File: src/rtl/seg7_pkg.sv
// ============================================================================
// Module   : seg7_pkg
// Purpose  : Shared 7-segment constants: cathode bit positions and glyph table.
// Revision : 1.0
// ============================================================================
`default_nettype none

package seg7_pkg;

    localparam int c_SEG_A  = 7;
    localparam int c_SEG_B  = 6;
    localparam int c_SEG_C  = 5;
    localparam int c_SEG_D  = 4;
    localparam int c_SEG_E  = 3;
    localparam int c_SEG_F  = 2;
    localparam int c_SEG_G  = 1;
    localparam int c_SEG_DP = 0;

    // Active-low {a,b,c,d,e,f,g}; the entry index is the hex value shown.
    localparam logic [6:0] c_SEG_PATTERN [16] = '{
        7'b0000001, 7'b1001111, 7'b0010010, 7'b0000110,
        7'b1001100, 7'b0100100, 7'b0100000, 7'b0001111,
        7'b0000000, 7'b0001100, 7'b0001000, 7'b1100000,
        7'b0110001, 7'b1000010, 7'b0110000, 7'b0111000
    };

    typedef enum logic [0:0] {
        ST_SETTLE = 1'b0,
        ST_HELD   = 1'b1
    } scan_state_t;

endpackage

`default_nettype wire

File: src/rtl/seg7_pattern_decode.sv
// ============================================================================
// Module   : seg7_pattern_decode
// Purpose  : Combinational active-low segment pattern to hex nibble lookup.
// Revision : 1.0
// ============================================================================
`default_nettype none

module seg7_pattern_decode
    import seg7_pkg::*;
(
    input  logic [6:0] i_pattern,
    output logic [3:0] o_nibble,
    output logic       o_valid
);

    always_comb begin
        o_nibble = 4'd0;
        o_valid  = 1'b0;
        for (int k = 0; k < 16; k++) begin
            if (i_pattern == c_SEG_PATTERN[k]) begin
                o_nibble = 4'(k);
                o_valid  = 1'b1;
            end
        end
    end

endmodule

`default_nettype wire

File: src/rtl/seg7_scan_decoder.sv
// ============================================================================
// Module   : seg7_scan_decoder
// Purpose  : Recovers hex digits from a multiplexed 7-segment scan, frames them
//            and hands complete frames to a valid/ready consumer.
// Revision : 1.0
// ============================================================================
`default_nettype none

module seg7_scan_decoder
    import seg7_pkg::*;
#(
    parameter int NUM_DIGITS    = 4,
    parameter int STABLE_CYCLES = 4
) (
    input  logic                    clk,
    input  logic                    rst_n,
    input  logic [NUM_DIGITS-1:0]   an,
    input  logic [7:0]              seg,
    output logic [4*NUM_DIGITS-1:0] hex_out,
    output logic [NUM_DIGITS-1:0]   dp_out,
    output logic [NUM_DIGITS-1:0]   err_digits,
    output logic                    out_valid,
    input  logic                    out_ready,
    output logic                    overrun
);

    localparam logic [7:0]            c_STABLE     = 8'(STABLE_CYCLES);
    localparam logic [NUM_DIGITS-1:0] c_ALL_FILLED = '1;

    scan_state_t               r_state;
    logic [7:0]                r_cnt;
    logic [NUM_DIGITS+7:0]     r_prev;
    logic [4*NUM_DIGITS-1:0]   r_slot_hex;
    logic [NUM_DIGITS-1:0]     r_slot_dp;
    logic [NUM_DIGITS-1:0]     r_slot_err;
    logic [NUM_DIGITS-1:0]     r_fill;
    logic [4*NUM_DIGITS-1:0]   r_hex;
    logic [NUM_DIGITS-1:0]     r_dp;
    logic [NUM_DIGITS-1:0]     r_err;
    logic                      r_valid;
    logic                      r_overrun;

    logic [NUM_DIGITS-1:0]     w_sel;
    logic                      w_sample_ok;
    logic                      w_change;
    logic [7:0]                w_cnt_next;
    logic                      w_capture;
    logic [3:0]                w_nibble;
    logic                      w_pat_ok;
    logic [4*NUM_DIGITS-1:0]   w_next_hex;
    logic [NUM_DIGITS-1:0]     w_next_dp;
    logic [NUM_DIGITS-1:0]     w_next_err;
    logic [NUM_DIGITS-1:0]     w_fill_next;
    logic                      w_complete;
    logic                      w_fire;

    seg7_pattern_decode u_decode (
        .i_pattern (seg[c_SEG_A:c_SEG_G]),
        .o_nibble  (w_nibble),
        .o_valid   (w_pat_ok)
    );

    assign w_sel       = ~an;
    assign w_sample_ok = $onehot(w_sel);
    // A zero counter means the previous cycle was blanking, so treat it as a change.
    assign w_change    = ({an, seg} != r_prev) || (r_cnt == 8'd0);
    assign w_cnt_next  = w_change ? 8'd1 : r_cnt + 8'd1;
    assign w_capture   = w_sample_ok && (w_change || (r_state == ST_SETTLE))
                         && (w_cnt_next == c_STABLE);

    always_comb begin
        w_next_hex  = r_slot_hex;
        w_next_dp   = r_slot_dp;
        w_next_err  = r_slot_err;
        w_fill_next = r_fill;
        for (int k = 0; k < NUM_DIGITS; k++) begin
            if (w_capture && w_sel[k]) begin
                w_next_hex[4*k +: 4] = w_nibble;
                w_next_dp[k]         = ~seg[c_SEG_DP];
                w_next_err[k]        = ~w_pat_ok;
                w_fill_next[k]       = 1'b1;
            end
        end
    end

    assign w_complete = w_capture && (w_fill_next == c_ALL_FILLED);
    assign w_fire     = r_valid && out_ready;

    always_ff @(posedge clk) begin
        if (!rst_n) begin
            r_state    <= ST_SETTLE;
            r_cnt      <= 8'd0;
            r_prev     <= '0;
            r_slot_hex <= '0;
            r_slot_dp  <= '0;
            r_slot_err <= '0;
            r_fill     <= '0;
            r_hex      <= '0;
            r_dp       <= '0;
            r_err      <= '0;
            r_valid    <= 1'b0;
            r_overrun  <= 1'b0;
        end else begin
            r_prev <= {an, seg};
            if (!w_sample_ok) begin
                r_cnt   <= 8'd0;
                r_state <= ST_SETTLE;
            end else begin
                if (w_change || (r_state == ST_SETTLE)) begin
                    r_cnt <= w_cnt_next;
                end
                if (w_capture) begin
                    r_state <= ST_HELD;
                end else if (w_change) begin
                    r_state <= ST_SETTLE;
                end
            end

            r_slot_hex <= w_next_hex;
            r_slot_dp  <= w_next_dp;
            r_slot_err <= w_next_err;
            r_fill     <= w_complete ? '0 : w_fill_next;

            // A frame may replace the published one only if that one is gone or leaving now.
            if (w_complete && (!r_valid || w_fire)) begin
                r_hex   <= w_next_hex;
                r_dp    <= w_next_dp;
                r_err   <= w_next_err;
                r_valid <= 1'b1;
            end else if (w_complete) begin
                r_overrun <= 1'b1;
            end else if (w_fire) begin
                r_valid <= 1'b0;
            end
        end
    end

    assign hex_out    = r_hex;
    assign dp_out     = r_dp;
    assign err_digits = r_err;
    assign out_valid  = r_valid;
    assign overrun    = r_overrun;

endmodule

`default_nettype wire

File: config.mk
export PLATFORM = sky130hd
export DESIGN_NAME = seg7_scan_decoder
export DESIGN_NICKNAME = d
export VERILOG_FILES = /design/src/rtl/seg7_pkg.sv /design/src/rtl/seg7_pattern_decode.sv /design/src/rtl/seg7_scan_decoder.sv
export SDC_FILE = /design/constraint.sdc
export NUM_CORES = 1
export LEC_CHECK = 0
export ABC_AREA = 0
export CORE_UTILIZATION = 25
export DETAILED_ROUTE_END_ITERATION = 8
export PLACE_DENSITY = 0.42
export SLEW_MARGIN = 20
export SYNTH_ARGS = -nofsm -noshare
export SYNTH_HDL_FRONTEND = slang
export SYNTH_SLANG_ARGS = --single-unit
File: constraint.sdc
create_clock -name clk -period 4.14 [get_ports clk]
set_clock_uncertainty 0.1 [all_clocks]
set_input_delay 0.621 -clock clk [delete_from_list [all_inputs] [get_ports clk]]
set_output_delay 0.621 -clock clk [all_outputs]
set_load 0.005 [all_outputs]
==> results.json <==
{
  "initial_utilization_pct": 25.9,
  "rr_endpoint": "hex_out[1]$_SDFFE_PN0P_",
  "fmax_ghz": 0.261,
  "cts_max_path_buffers": 2,
  "period_share_pct": 92.5,
  "powerDensity_mw_per_mm2": 366,
  "io_pins": 41,
  "worstReg2RegStart": "r_cnt[0]$_SDFFE_PN0N_",
  "finalCriticalPeriod_ns": 3.83,
  "finalSetupTns_ns": 0,
  "drive_above_1_share_pct": 11.9,
  "vdd_ir_drop_max_mv": 0.171,
  "p_leak_uw": 0.00175,
  "grt_use_total_pct": 11.8,
  "num_rows": 42,
  "cts_root_buf": "clkbuf_16",
  "power.total_uw": 1600,
  "slew_headroom_pct": 55.9,
  "vias": 2628,
  "synth_edf_count": 0,
  "layout.cells.non_filler": 595,
  "max_cap_viol_count": 0,
  "fin_util_pct": 32.8,
  "fillers": 1406,
  "drt-pass1-iter-count": 5,
  "crit_type": "in -> reg",
  "status": "completed",
  "syn_to_final_growth_pct": 26.4,
  "routed_wirelength_um": 8140,
  "ff2ff_setup_slack_ns": 1.22,
  "hp-class": "reg -> reg",
  "comb_power_share_pct": 6.6,
  "seq_power_share_pct": 45.8,
  "r2r_cells": 9,
  "die_w_um": 120,
  "drc": 0,
  "power_frac_clock_pct": 47.6,
  "antenna_cells": 0,
  "cts_setup_buffers": 0,
  "swShare_pct": 24.9,
  "clock-sinks": 75,
  "synthFlopType": "dfxtp_1",
  "highest-signal-layer": "met4",
  "ys_seq_elements": 75,
  "synth_area_mm2": 0.00346,
  "netlist_instances": 370,
  "hold_viol_final": 0,
  "placed_area_mm2": 0.00408,
  "m1WireLength_um": 4240,
  "rsz0062_at_grt": "false",
  "path_max_fanout": 7,
  "grt_pass1_wl_um": 13200,
  "ys_types": 55,
  "wl_per_cell_um": 13.7,
  "worstPathArrival_ns": 3.95,
  "ctsHoldBuffers": 0,
  "ant_nets": 0,
  "syn-num-nets": 390,
  "holdPathEnd": "r_fill[0]$_SDFF_PP0_",
  "hpwl_um": 5550,
  "cts_resized": 0,
  "met3_length_um": 281,
  "core_area_mm2": 0.0133,
  "finalNetCount": 434,
  "netSwitchingPower_uw": 399,
  "gp_congestion": 0.751,
  "drt_iter0_markers": 113,
  "route.met2.wl_um": 3500,
  "grt_max_degree": 44,
  "cts_made_buffers": 9,
  "ys_seq_area_share_pct": 43.4,
  "worstHoldStart": "r_fill[0]$_SDFF_PP0_",
  "syn_avg_cell_area_um2": 9.35,
  "worst_pin_slew_ns": 0.661,
  "grt-ovfl-total": 0,
  "final-setup-viol-count": 0,
  "multi_input_area_mm2": 0.00174,
  "htreeDepth": 3,
  "tritoncts": "built",
  "clk_pin_slew_worst_paths_ns": 0.06,
  "startpoint_type": "primary input",
  "clock_latency_ns": 0.33,
  "portBuffers": 40,
  "ys_warn_count": 0,
  "regArea_mm2": 0.00150,
  "antenna_found_initial": 0,
  "dieArea_mm2": 0.0143,
  "design_area_mm2": 0.00437,
  "drv_slew": 0,
  "min_delay_path_depth": 2,
  "p_int_uw": 1200,
  "placed_cells": 579,
  "endpoint_kind": "flop",
  "required_ns": 4.26,
  "synth-async-reset-ratio_pct": 0,
  "dieHeight_um": 120,
  "grt_pass1_vias": 2595,
  "viasPerCell": 4.42
}
## critical path, stage by stage
cell and delay [ns]:
clkdlybuf4s50_1 0.45, fa_1 0.55, inv_1 0.04, ha_1 0.17
ha_1 0.28, nor3b_2 0.24, nand3_2 0.11, or4b_4 0.53
or4_1 0.41, buf_4 0.20, mux2i_1 0.22, o22ai_1 0.12
## per-layer routing
metal | vias to the layer above | track usage [%]
met5 | - | 0
met4 | 0 | 4.69
met3 | 11 | 2.85
met2 | 42 | 17.5
met1 | 1210 | 16.5
li1 | 1365 | -
## per-stage QoR
stage | setup WS (ns) | hold slack (ns)
after floorplan | 0.586 | 0.320
after global placement | -0.0644 | 0.332
after detailed placement | -0.0432 | 0.333
after CTS | 0.282 | 0.343
after global routing | 0.158 | 0.373
final | 0.308 | 0.340
## registers in the layout, indices dropped and copies added, names as in the netlist
name and flops:
err_digits 4, r_state 1, dp_out 4, overrun 1
r_slot_err 4, r_fill 4, r_prev 12, out_valid 1
r_slot_dp 4, hex_out 16, r_cnt 8, r_slot_hex 16
## how the worst max path moves through the flow
stage / from / endpoint / slack [ns] / cells after the start
4_1_cts: an[0] / hex_out[1]$_SDFFE_PN0P_ / 0.28 / 12
6_report: an[0] / hex_out[1]$_SDFFE_PN0P_ / 0.31 / 12
2_1_floorplan: an[0] / dp_out[0]$_SDFFE_PN0P_ / 0.59 / 11
5_1_grt: an[0] / err_digits[0]$_SDFFE_PN0P_ / 0.16 / 12
3_3_place_gp: an[0] / hex_out[13]$_SDFFE_PN0P_ / -0.06 / 12
3_5_place_dp: an[0] / hex_out[13]$_SDFFE_PN0P_ / -0.04 / 12
## final cells by class
class                           count  area share, %
Clock buffer                        9           5.15
Sequential cell                    75           34.3
Clock inverter                      7           1.49
Multi-Input combinational cell    252           39.8
Timing Repair Buffer               61           12.9
Tap cell                          176           5.04
Inverter                           15           1.29
## cell families after synthesis
| group | share of synthesized area, % |
|---|---|
| AOI/OAI and AO/OA | 11.7 |
| xor gates and xnor gates | 5.82 |
| adders and majority gates | 2.02 |
| buffers and inverters | 6.36 |
| DFF | 43.4 |
| muxes | 7.56 |
| and+or+nand+nor | 23.1 |
## power by group through the flow
| stage | Clock, uW | Sequential [uW] | Combinational [uW] |
|---|---|---|---|
| floorplan | 0 | 749 | 64.8 |
| global placement | 0 | 749 | 106 |
| detailed placement | 0 | 750 | 107 |
| CTS | 786 | 733 | 108 |
| global route | 823 | 734 | 117 |
| finish | 761 | 733 | 106 |
## cell usage in the layout, fill, tap and decap left out, types with 3 or more instances in the layout
cell type        Yosys  final
mux2i_1             25     25
a21oi_1             13     13
clkdlybuf4s50_1      0     39
nor3_1               6      6
clkbuf_16            0      9
o21ai_0             12     12
buf_4                0     20
ha_1                 4      4
xor2_1              16     16
inv_1               15     15
o22ai_1             18     18
or4_1                3      3
and2_1              19     19
dfxtp_1             75     75
nand3_1              9      9
inv_6                0      3
nand2_1             25     25
nor2_1              17     17
xnor2_1              7      7
nor2b_1             23     23
nor4_1               5      5
nand4_1              5      5
o21ba_1              3      3
nand2b_1             7      7
## Yosys cell counts, types with 5 or more instances
cell type	number	area [um2]
a21oi_1	13	65.1
and2_1	19	119
buf_6	6	67.6
clkbuf_1	18	67.6
dfxtp_1	75	1500
inv_1	15	56.3
mux2i_1	25	250
nand2_1	25	93.8
nand2b_1	7	43.8
nand3_1	9	45.0
nand4_1	5	31.3
nor2_1	17	63.8
nor2b_1	23	144
nor3_1	6	30.0
nor4_1	5	31.3
o21ai_0	12	60.1
o22ai_1	18	113
xnor2_1	7	61.3
xor2_1	16	140
Note: power is estimated with default switching activity, not from simulation.
==> variant: new RTL, same flow settings <==
Reset style: asynchronous (`rst_n`), changed in one clocked block.
--- a/src/rtl/seg7_scan_decoder.sv
+++ b/src/rtl/seg7_scan_decoder.sv
@@ -86,7 +86,7 @@
     assign w_complete = w_capture && (w_fill_next == c_ALL_FILLED);
     assign w_fire     = r_valid && out_ready;
 
-    always_ff @(posedge clk) begin
+    always_ff @(posedge clk or negedge rst_n) begin
         if (!rst_n) begin
             r_state    <= ST_SETTLE;
             r_cnt      <= 8'd0;
Behaviour: same outputs for any inputs over 10 cycles, from zero or initial values and one cycle with rst_n low; that may be too few to reach the edited logic, so the function may still have changed.
==> variant against the original RTL <==
Area after synthesis increased by 3.7%. Power increased by 3.7%. Critical endpoint is now hex_out[5]$_DFFE_PN0P_. Routed wire length decreased by 0.31%. Largest power group unchanged. First-iteration DRC count increased by 130%. Cell area increased by 4.7%. Sequential cell count unchanged. Setup slack improved by 340 ps. Final cell count decreased by 10%.
==> variant: results (changes against the original RTL) <==
.. list-table::
   :header-rows: 1

   * - Metric
     - Value
   * - Routed vias/inst
     - 4.60 (was 4.42)
   * - Initial drt markers
     - 264 (was 113)
   * - Hold Path Class
     - input port to async pin (was register to register)
   * - Synth top area cells
     - dfrtp_1 52%, mux2_2 14%, xnor2_1 3.4% (was dfxtp_1 43%, mux2i_1 7.2%, nor2b_1 4.2%)
   * - Fraction of registers with async set or reset after synthesis
     - 1.00 (was 0)
   * - Count of placed standard cells including taps
     - 519 (was 579)
   * - Gp weighted congestion
     - 0.744 (was 0.751)
   * - Vias in the first global route
     - 2606 (was 2595)
   * - Syn. warnings
     - 0 (unchanged)
   * - Number of nets in the finished design
     - 370 (was 434)
   * - HPWL after detailed placement
     - 5480 µm (was 5550 µm)
   * - Worst rel slew slack
     - 0.360 (was 0.559)
   * - Data arrival time of the worst path
     - 3610 ps (was 3950 ps)
   * - Primary FF master, synth
     - dfrtp_1 (was dfxtp_1)
   * - Fill cell total of the finished layout
     - 1418 (was 1406)
   * - Leading cell types by count after synthesis
     - 75 x dfrtp_1, 44 x mux2_2, 18 x nor2_1, 16 x inv_1, 14 x xnor2_1 (was 75 x dfxtp_1, 25 x mux2i_1, 25 x nand2_1, 23 x nor2b_1, 19 x and2_1)
   * - Post-synth cell types
     - 53 (was 55)
   * - Pre-Repair DR Iteration Count
     - 4 (was 5)
   * - Static leakage
     - 0.00202 µW (was 0.00175 µW)
   * - Pin count of the biggest net entering global routing
     - 76 (was 44)
   * - Internal power consumption
     - 1260 µW (was 1200 µW)
   * - Tot GR Track Use
     - 0.122 (was 0.118)
   * - Syn Nets
     - 315 (was 390)
   * - Wire length of the first global-routing pass
     - 13700 µm (was 13200 µm)
   * - Register area share after synthesis
     - 0.523 (was 0.434)
   * - Ratio of cells with drive above 1 in the final layout
     - 0.262 (was 0.119)
   * - Number of standard cells in the layout, taps in and fillers out
     - 535 (was 595)
   * - Maximum vdd ir drop
     - 170 µV (was 171 µV)
   * - Status
     - completed (unchanged)
   * - Maximum fanout along the worst path
     - 7 (unchanged)
   * - Average detailed-routed wire length per instance
     - 15.2 µm (was 13.7 µm)
## variant: final timing paths
path                                      start                       to  slack, ps  cells past startpoint
setup / recovery                          an[0]   hex_out[5]$_DFFE_PN0P_        650                     11
hold / removal                            rst_n      r_prev[3]$_DFF_PN0_        340                      1
setup reg to reg           r_cnt[1]$_DFFE_PN0P_  hex_out[13]$_DFFE_PN0P_        770                      8
hold reg to reg             overrun$_DFFE_PN0P_      overrun$_DFFE_PN0P_        360                      1
max in group asynchronous                 rst_n   r_slot_dp[3]$_DFF_PN0_       2990                      1
min in group clk            overrun$_DFFE_PN0P_      overrun$_DFFE_PN0P_        360                      1
## variant: critical path: stages
cell,delay (ps)
clkdlybuf4s50_1,460
fa_1,540
inv_1,50
ha_1,170
ha_1,260
nor2_1,200
nand3_1,190
nor2_1,150
o2111ai_2,310
mux2_2,400
mux2_2,260
## variant: stage by stage
| step | utilization | setup WS [ps] | area [µm²] | hold WS (ps) |
|---|---|---|---|---|
| floorplan | - | 922 | 3590 | 225 |
| global placement | 0.307 | 305 | 4280 | 351 |
| detailed placement | 0.307 | 296 | 4280 | 355 |
| CTS | 0.329 | 638 | 4580 | 369 |
| global route | 0.329 | 483 | 4580 | 390 |
| finish | 0.329 | 650 | 4580 | 335 |
## variant: layout make-up
class                   instances  area (µm²)  area share
repair buffers                 58         546       0.119
inverters                      16        60.1      0.0131
multi-input cells             190        1570       0.343
well taps                     180         225      0.0492
flip-flops and latches         75        1880       0.410
clock inverters                 6        73.8      0.0161
clock buffers                  10         229      0.0500
## variant: cells by family after synthesis
group / Yosys count / share of synthesized area
buf+inv: 30 / 0.0397
compound gates: 34 / 0.0812
xor+xnor: 21 / 0.0512
flops: 75 / 0.523
simple gates: 80 / 0.131
mux: 50 / 0.155
fa+ha+maj: 5 / 0.0195
## variant: power by group through the flow
| stage | Clock, µW | Sequential [µW] | Combinational [µW] |
|---|---|---|---|
| CTS | 823 | 746 | 121 |
| finish | 796 | 746 | 117 |
| floorplan | 0 | 759 | 60.0 |
| detailed placement | 0 | 760 | 120 |
| global route | 854 | 747 | 134 |
| global placement | 0 | 760 | 120 |
## variant: metal layers
| layer | track usage | routed length, µm | vias up |
|---|---|---|---|
| li1 | - | - | 1169 |
| met4 | 0.0417 | 115 | 0 |
| met5 | 0 | 0 | - |
| met3 | 0.0337 | 308 | 9 |
| met2 | 0.195 | 3800 | 40 |
| met1 | 0.158 | 3890 | 1241 |
